==> config.mk <==
export PLATFORM = sky130hd
export DESIGN_NAME = param_fifo
export DESIGN_NICKNAME = d
export VERILOG_FILES = /design/src/rtl/fifo_pkg.sv /design/src/rtl/fifo_mem.sv /design/src/rtl/param_fifo.sv
export SDC_FILE = /design/constraint.sdc
export NUM_CORES = 1
export LEC_CHECK = 0
export CAP_MARGIN = 15
export CORE_MARGIN = 2
export CORE_UTILIZATION = 45
export DETAILED_ROUTE_END_ITERATION = 6
export PLACE_DENSITY_LB_ADDON = 0.08
export SYNTH_ARGS = -nofsm -noshare
export SYNTH_HDL_FRONTEND = slang
export SYNTH_SLANG_ARGS = --single-unit
==> constraint.sdc <==
create_clock -name CLK -period 2.2 [get_ports CLK]
set_input_delay 0.44 -clock CLK [delete_from_list [all_inputs] [get_ports CLK]]
set_output_delay 0.44 -clock CLK [all_outputs]
set_load 0.02 [all_outputs]
==> src/rtl/fifo_pkg.sv <==
// -----------------------------------------------------------------------------
// fifo_pkg
// Shared definitions for param_fifo and its storage array:
//   - addr_w(depth)  : pointer width, never narrower than one bit
//   - count_w(depth) : occupancy counter width, wide enough to hold DEPTH
//   - FWFT_STD / FWFT_FALL : read-mode encodings for the FWFT parameter
// -----------------------------------------------------------------------------
package fifo_pkg;

  localparam int FWFT_STD  = 0;  // registered read, 1-cycle RD_VALID pulse
  localparam int FWFT_FALL = 1;  // head word presented combinationally

  function automatic int addr_w(input int depth);
    int w;
    w = $clog2(depth);
    return (w < 1) ? 1 : w;
  endfunction

  function automatic int count_w(input int depth);
    return $clog2(depth + 1);
  endfunction

endpackage : fifo_pkg

==> src/rtl/fifo_mem.sv <==
// -----------------------------------------------------------------------------
// fifo_mem
// DEPTH x DATA_W register array with one clocked write port and one
// asynchronous read port. Contents are not reset.
// Ports:
//   clk      in  write clock, rising edge
//   wr_en    in  write enable
//   wr_addr  in  write address
//   wr_data  in  write data
//   rd_addr  in  read address
//   rd_data  out read data (combinational from rd_addr)
// -----------------------------------------------------------------------------
module fifo_mem #(
  parameter int DATA_W = 8,
  parameter int DEPTH  = 16,
  parameter int ADDR_W = 4
) (
  input  logic              clk,
  input  logic              wr_en,
  input  logic [ADDR_W-1:0] wr_addr,
  input  logic [DATA_W-1:0] wr_data,
  input  logic [ADDR_W-1:0] rd_addr,
  output logic [DATA_W-1:0] rd_data
);

  logic [DATA_W-1:0] mem [DEPTH];

  // NOTE: storage has no reset so it maps onto plain flops/RAM without a
  // reset tree; the pointers and counter guarantee stale words are never read.
  always_ff @(posedge clk) begin
    if (wr_en) mem[wr_addr] <= wr_data;
  end

  assign rd_data = mem[rd_addr];

endmodule : fifo_mem

==> src/rtl/param_fifo.sv <==
// -----------------------------------------------------------------------------
// param_fifo
// Parametrised single-clock FIFO with standard or first-word-fall-through read
// mode, registered status flags, occupancy count, sticky error flags and a
// synchronous flush.
// Ports:
//   CLK           in  clock, rising edge
//   RST_N         in  asynchronous active-low reset
//   SCLR          in  synchronous flush, has priority over WR_EN/RD_EN
//   DATA_IN       in  write data
//   WR_EN         in  write request
//   RD_EN         in  read request (acknowledge/pop in FWFT mode)
//   DATA_OUT      out read data
//   RD_VALID      out DATA_OUT valid (pulse in standard mode, !EMPTY in FWFT)
//   EMPTY, FULL   out occupancy == 0 / == DEPTH
//   ALMOST_EMPTY  out COUNT <= AE_THRESH
//   ALMOST_FULL   out COUNT >= AF_THRESH
//   COUNT         out occupancy
//   OVERFLOW      out sticky: write attempted while full
//   UNDERFLOW     out sticky: read attempted while empty
// -----------------------------------------------------------------------------
module param_fifo
  import fifo_pkg::*;
#(
  parameter int DATA_W    = 8,
  parameter int DEPTH     = 16,
  parameter int AF_THRESH = DEPTH - 2,
  parameter int AE_THRESH = 2,
  parameter int FWFT      = FWFT_STD
) (
  input  logic                        CLK,
  input  logic                        RST_N,
  input  logic                        SCLR,
  input  logic [DATA_W-1:0]           DATA_IN,
  input  logic                        WR_EN,
  input  logic                        RD_EN,
  output logic [DATA_W-1:0]           DATA_OUT,
  output logic                        RD_VALID,
  output logic                        EMPTY,
  output logic                        FULL,
  output logic                        ALMOST_EMPTY,
  output logic                        ALMOST_FULL,
  output logic [count_w(DEPTH)-1:0]   COUNT,
  output logic                        OVERFLOW,
  output logic                        UNDERFLOW
);

  localparam int AW = addr_w(DEPTH);
  localparam int CW = count_w(DEPTH);

  localparam logic [AW-1:0] LAST_ADDR = AW'(DEPTH - 1);
  localparam logic [CW-1:0] DEPTH_C   = CW'(DEPTH);
  localparam logic [CW-1:0] AF_C      = CW'(AF_THRESH);
  localparam logic [CW-1:0] AE_C      = CW'(AE_THRESH);
  localparam logic          AF_RST    = (AF_THRESH == 0);

  // Elaboration-time parameter sanity checks.
  if (DEPTH < 2) begin : g_chk_depth
    $error("param_fifo: DEPTH must be >= 2");
  end
  if (AF_THRESH > DEPTH || AF_THRESH < 0) begin : g_chk_af
    $error("param_fifo: AF_THRESH must be in 0..DEPTH");
  end
  if (AE_THRESH >= DEPTH || AE_THRESH < 0) begin : g_chk_ae
    $error("param_fifo: AE_THRESH must be in 0..DEPTH-1");
  end
  if (FWFT != FWFT_STD && FWFT != FWFT_FALL) begin : g_chk_mode
    $error("param_fifo: FWFT must be 0 or 1");
  end

  logic [AW-1:0]     wr_ptr_q, rd_ptr_q;
  logic [CW-1:0]     count_q, count_nxt;
  logic              empty_q, full_q, ae_q, af_q;
  logic              ovf_q, unf_q;
  logic              wr_acc, rd_acc, mem_we;
  logic [DATA_W-1:0] mem_rdata;

  // Explicit wrap so non-power-of-two depths never address past DEPTH-1.
  function automatic logic [AW-1:0] inc_ptr(input logic [AW-1:0] p);
    return (p == LAST_ADDR) ? '0 : p + AW'(1);
  endfunction

  // Acceptance uses only registered flags, so no input reaches an output
  // combinationally.
  // NOTE: every always_comb output gets a default first so no latch is
  // inferred on paths that don't assign it.
  always_comb begin
    wr_acc    = WR_EN && !full_q;
    rd_acc    = RD_EN && !empty_q;
    count_nxt = count_q;
    if (wr_acc && !rd_acc)      count_nxt = count_q + CW'(1);
    else if (rd_acc && !wr_acc) count_nxt = count_q - CW'(1);
  end

  assign mem_we = wr_acc && !SCLR;

  fifo_mem #(
    .DATA_W (DATA_W),
    .DEPTH  (DEPTH),
    .ADDR_W (AW)
  ) u_mem (
    .clk     (CLK),
    .wr_en   (mem_we),
    .wr_addr (wr_ptr_q),
    .wr_data (DATA_IN),
    .rd_addr (rd_ptr_q),
    .rd_data (mem_rdata)
  );

  // Pointers, counter and flags. Flags are registered from the next-state
  // count so they line up with COUNT after every edge.
  // NOTE: sequential state uses non-blocking assignments so every flop
  // samples pre-edge values regardless of statement order.
  always_ff @(posedge CLK or negedge RST_N) begin
    if (!RST_N) begin
      wr_ptr_q <= '0;
      rd_ptr_q <= '0;
      count_q  <= '0;
      empty_q  <= 1'b1;
      full_q   <= 1'b0;
      ae_q     <= 1'b1;
      af_q     <= AF_RST;
      ovf_q    <= 1'b0;
      unf_q    <= 1'b0;
    end else if (SCLR) begin
      wr_ptr_q <= '0;
      rd_ptr_q <= '0;
      count_q  <= '0;
      empty_q  <= 1'b1;
      full_q   <= 1'b0;
      ae_q     <= 1'b1;
      af_q     <= AF_RST;
      ovf_q    <= 1'b0;
      unf_q    <= 1'b0;
    end else begin
      if (wr_acc) wr_ptr_q <= inc_ptr(wr_ptr_q);
      if (rd_acc) rd_ptr_q <= inc_ptr(rd_ptr_q);
      count_q <= count_nxt;
      empty_q <= (count_nxt == '0);
      full_q  <= (count_nxt == DEPTH_C);
      ae_q    <= (count_nxt <= AE_C);
      af_q    <= (count_nxt >= AF_C);
      // Sticky: set on the request itself, even if the other side was accepted.
      if (WR_EN && full_q)  ovf_q <= 1'b1;
      if (RD_EN && empty_q) unf_q <= 1'b1;
    end
  end

  // Read data path.
  if (FWFT == FWFT_FALL) begin : g_fwft
    assign DATA_OUT = mem_rdata;
    assign RD_VALID = !empty_q;
  end else begin : g_std
    logic [DATA_W-1:0] dout_q;
    logic              rvalid_q;

    always_ff @(posedge CLK or negedge RST_N) begin
      if (!RST_N) begin
        dout_q   <= '0;
        rvalid_q <= 1'b0;
      end else if (SCLR) begin
        dout_q   <= '0;
        rvalid_q <= 1'b0;
      end else begin
        rvalid_q <= rd_acc;
        if (rd_acc) dout_q <= mem_rdata;
      end
    end

    assign DATA_OUT = dout_q;
    assign RD_VALID = rvalid_q;
  end

  assign EMPTY        = empty_q;
  assign FULL         = full_q;
  assign ALMOST_EMPTY = ae_q;
  assign ALMOST_FULL  = af_q;
  assign COUNT        = count_q;
  assign OVERFLOW     = ovf_q;
  assign UNDERFLOW    = unf_q;

endmodule : param_fifo

======== Word-level counts from Yosys, hierarchy flattened ========
Memory sizes are Yosys's and may differ from the RTL's.
Cells that the tools add are included.
word-level totals
  memories ................................ 1
  input bits .............................. 13
  register bits ........................... 28
  logic and storage cells ................. 60
  bits in writable memories ............... 128
cells by class
  $lt $le $gt $ge ......................... 2
  multiplexer cells ....................... 22
  $add $sub $neg .......................... 4
  reduce and logical (&&, ||, !) cells .... 17
  eq/ne operators ......................... 3
memories
  name       depth  width  rd ports  clocked after Yosys merged registers in  wr ports  RTL line        RTL
  u_mem.mem  16     8      1         0                                        1         fifo_mem.sv:26  logic [DATA_W-1:0] mem [DEPTH];
operators by type and width
  operator                                                                             number
  4-bit two-way mux                                                                    6
  8-bit two-way mux                                                                    2
  5-bit two-way mux                                                                    3
  1-bit two-way mux                                                                    11
  4-bit by 1-bit adder with 4-bit output, second input constant                        2
  4-bit equality test, second input constant                                           2
  2-bit nonzero test                                                                   4
  1-bit logical AND                                                                    7
  5-bit by 1-bit adder with 5-bit output, second input constant                        1
  5-bit equality test, second input constant                                           1
  5-bit by 4-bit greater-or-equal comparator with 1-bit output, second input constant  1
  5-bit by 2-bit <= comparator with 1-bit output, second input constant                1
  1-bit logical NOT                                                                    5
  5-bit logical NOT                                                                    1
  5-bit by 1-bit subtractor with 5-bit output, second input constant                   1

======== Logic depth before layout (Yosys ltp) ========
  depth in word-level cells ............... 8
  gate-level depth with buffers ........... 7
  gate-level depth less buffers ........... 7

======== By module ========
A second synthesis with hierarchy kept.
unflattened totals
  cell total of the unflattened synthesis .. 367
  area, all modules ....................... 6,412.4 um2
by module, submodules not included
  module      cells each  sequential area each (um2)  area an instance (um2)  times used
  fifo_mem    221         3,843.7                     4,987.3                 1
  param_fifo  146         703.2                       1,425.1                 1

======== Worst setup path after synthesis ========
No wires, ideal clock.
  path type ............................... reg2reg
  from .................................... register full_q (netlist: FULL)
  to ...................................... memory u_mem.mem[0][0], enable pin
  stages on the path, launching flop included .. 6
  path slack .............................. 114 ps
  library setup time ...................... 383 ps
  data required time ...................... 1,817 ps
  buffers on the path ..................... 1
  arrival time ............................ 1,703 ps
  path through ............................ dfrtp_1 -> nand2b_1 -> buf_2 -> nor2_1 -> nand2_1 -> nor3_1
between the ends
  cells in the longest elaborated chain, start to end .. 5
RTL lines
  item                                     RTL line           RTL
  from (decl)                              param_fifo.sv:73   logic empty_q, full_q, ae_q, af_q;
  from (signal assigned)                   param_fifo.sv:140  full_q <= (count_nxt == DEPTH_C);
  1-bit logical NOT                        param_fifo.sv:88   wr_acc = WR_EN && !full_q;
  1-bit logical AND                        param_fifo.sv:88
  1-bit logical AND                        param_fifo.sv:95   assign mem_we = wr_acc && !SCLR;
  1-bit two-way mux                        fifo_mem.sv:31     if (wr_en) mem[wr_addr] <= wr_data;
  1-bit two-way mux (not written as such)  fifo_mem.sv:31
  to (decl)                                fifo_mem.sv:26
Every way passes these cells.

======== Final worst setup path ========
  from .................................... register empty_q (netlist: EMPTY)
  to ...................................... output EMPTY
RTL lines
  item                    RTL line           RTL
  from (decl)             param_fifo.sv:73
  from (signal assigned)  param_fifo.sv:139  empty_q <= (count_nxt == '0);
  to (decl)               param_fifo.sv:39   output logic EMPTY,
No word-level cell between the ends.

==> metrics <==
Worst Setup SP=EMPTY$_DFF_PN1_; worst-path cell chain=clkdlybuf4s50_1; crit-path max cell delay=0.60 ns; input/output buffers=32; CP top delay family=buffers and inverters; Worst R2R Start=rd_ptr_q[0]$_DFFE_PN0P_; Startpoint Class=flop; Worst EP required=1.76 ns; min cycle time layout=2.01 ns; CTS buffer count=17; hold-fix buffers at CTS=0; die width=123 µm; Slew Viols, Final=0; fin util=55.5%; Core Area=13900 µm²; Post-CTS Repair Setup Buffers=0; Combinational Power Share=13.4%; area growth from synthesis to layout=20.5%; vias in the first global route=3549; grt ovf=0; Ant. Diodes=0; initial antenna violation count=0; CTS root buf=clkbuf_16; RePlAce Congestion=0.795; post-synthesis sequential area ratio=70.8%; Worst Path Buf+Inv=1; prevailing post-synth register cell=edfxtp_1; Setup Skew=0.0177 ns; RSZ-0062 raised after global routing=false; worst-margin pin slew=0.675 ns; Post-Syn Area=6420 µm²; Skew-Pair Late Insertion Delay=0.43 ns; initial DRC count=322; max-cap violation count=0; first-pass GRT wire length=20700 µm; Worst VDD drop=0.000540 V; Worst slew margin=54.9%; Routed WL=13300 µm; Tightest Hold Check Type=input port to asynchronous set/reset pin; Netlist cell types=53; total die area=15200 µm²; internal power=5.57 mW; Synth Instances=379; Tot Pwr=7.29 mW; post_cts resized=0; clock share of power=40.5%; Psw=1.72 mW; status=finished, final reports clean; Final Setup Violations=0; pin count of the biggest net entering global routing=39; Worst Path Arrival=1.57 ns; Starting Density=46.1%; total power per unit cell area=943 nW/µm²; commonest cells after routing, fill and taps aside=edfxtp_1 (128), buf_4 (34), nor2_1 (32), clkdlybuf4s50_1 (32), a21oi_1 (28); routed vias=3520; Sw Ratio=23.6%; placed cell area=7120 µm²; flops & latches, synth=156; Fmax=499 MHz; Syn Area/Cell=16.9 µm²; clock transition at the registers of the reported paths=0.06 ns; asr flop ratio synth=17.9%; Post-synth EDFFs=128; commonest non-fill, non-tap cell in the layout=edfxtp_1; Worst setup EP type=output pin; FP Rows=43; # nets final=464; layout filler cell count=1128; Syn Nets=399; gr usage total=19.4%; H-tree Lvls=4; Synth warnings=0; crit path kind=flop to output pin; total clock sinks=156; # DRC=0; sequential share of power=46.1%; CTS tree=yes; Vias/cell=5.53; Die H=123 µm; final hold vios=0; deepest clock path buffer count=2; crit share post-route=91.2%; LEAKAGE=2.64 nW; Slowest cell on crit path=clkdlybuf4s50_1; share of layout cells above drive strength 1=22.5%; Routed Antenna Nets=0; total iterations of the first detailed-routing run=4; Avg WL per Cell=21.0 µm; Critical Path Fanout Max=5; final instance area=7740 µm²; Top Ports=33; Post-DP HPWL=8880 µm
flip-flops by register name, indices dropped and copies added (netlist names):
register	count
ALMOST_EMPTY	1
ALMOST_FULL	1
rd_ptr_q	4
UNDERFLOW	1
FULL	1
OVERFLOW	1
RD_VALID	1
EMPTY	1
DATA_OUT	8
COUNT	5
wr_ptr_q	4
u_mem.mem	128
logic make-up after synthesis:
logic type                 count (synthesis)  share of synthesized area (%)
xor gates and xnor gates                   6                          0.935
and+or+nand+nor                           83                           6.47
adders and majority gates                  7                           1.36
DFF                                      156                           70.8
muxes                                     36                           11.3
AOI/OAI and AO/OA                         64                           6.68
buffers and inverters                     27                           2.47
worst paths after layout:
path | endpoint | slack [ns] | cells after the start
min reg2reg | UNDERFLOW$_DFFE_PN0P_ | 0.49 | 2
min | COUNT[1]$_DFF_PN0_ | 0.40 | 2
max in group asynchronous | EMPTY$_DFF_PN1_ | 1.47 | 2
max | EMPTY | 0.19 | 1
max reg2reg | DATA_OUT[2]$_DFFE_PN0P_ | 0.21 | 6
min in group CLK | UNDERFLOW$_DFFE_PN0P_ | 0.49 | 2
final cells by class:
cell class | instances | area [µm²] | share of cell area, %
Sequential cell | 156 | 4550 | 58.8
Tap cell | 180 | 225 | 2.91
Timing Repair Buffer | 68 | 616 | 7.95
Inverter | 5 | 18.8 | 0.243
Multi-Input combinational cell | 196 | 1720 | 22.2
Clock buffer | 25 | 539 | 6.97
Clock inverter | 7 | 75.1 | 0.970
Yosys cell counts (3+ instances only):
library cell | instances | area (µm²)
clkbuf_1 | 8 | 30.0
buf_2 | 9 | 45.0
dfrtp_1 | 26 | 651
mux4_2 | 25 | 563
a22oi_1 | 12 | 90.1
nand2_1 | 17 | 63.8
edfxtp_1 | 128 | 3840
ha_1 | 7 | 87.6
mux2i_1 | 6 | 60.1
a21oi_1 | 28 | 140
xnor2_1 | 3 | 26.3
nand2b_1 | 4 | 25.0
nor2_1 | 32 | 120
mux4_1 | 3 | 78.8
nor2b_1 | 6 | 37.5
o22ai_1 | 4 | 25.0
nor3_1 | 8 | 40.0
inv_1 | 5 | 18.8
power groups by stage:
stage	logic (mW)	clock network, mW	registers [mW]
2_1_floorplan	0.572	0	3.48
3_3_place_gp	0.984	0	3.42
3_5_place_dp	0.985	0	3.42
4_1_cts	0.992	3.01	3.36
5_1_grt	1.07	3.14	3.37
6_report	0.978	2.96	3.36
metal layers:
layer	part of all wire, %	track usage, %
met2	47	29.2
met4	1.4	6.96
met3	5.8	5.03
met5	0	0
met1	45	27.4
per-stage QoR:
| stage | TNS (ns) | setup WS, ns | cells | hold WS [ns] |
|---|---|---|---|---|
| floorplan | 0 | 0.114 | 379 | 0.144 |
| global placement | -0.0518 | -0.0284 | 605 | 0.482 |
| detailed placement | -0.311 | -0.0505 | 605 | 0.488 |
| CTS | 0 | 0.152 | 637 | 0.409 |
| global route | 0 | 0.00848 | 637 | 0.447 |
| finish | 0 | 0.194 | 637 | 0.398 |
(Power assumes the default switching activity.)
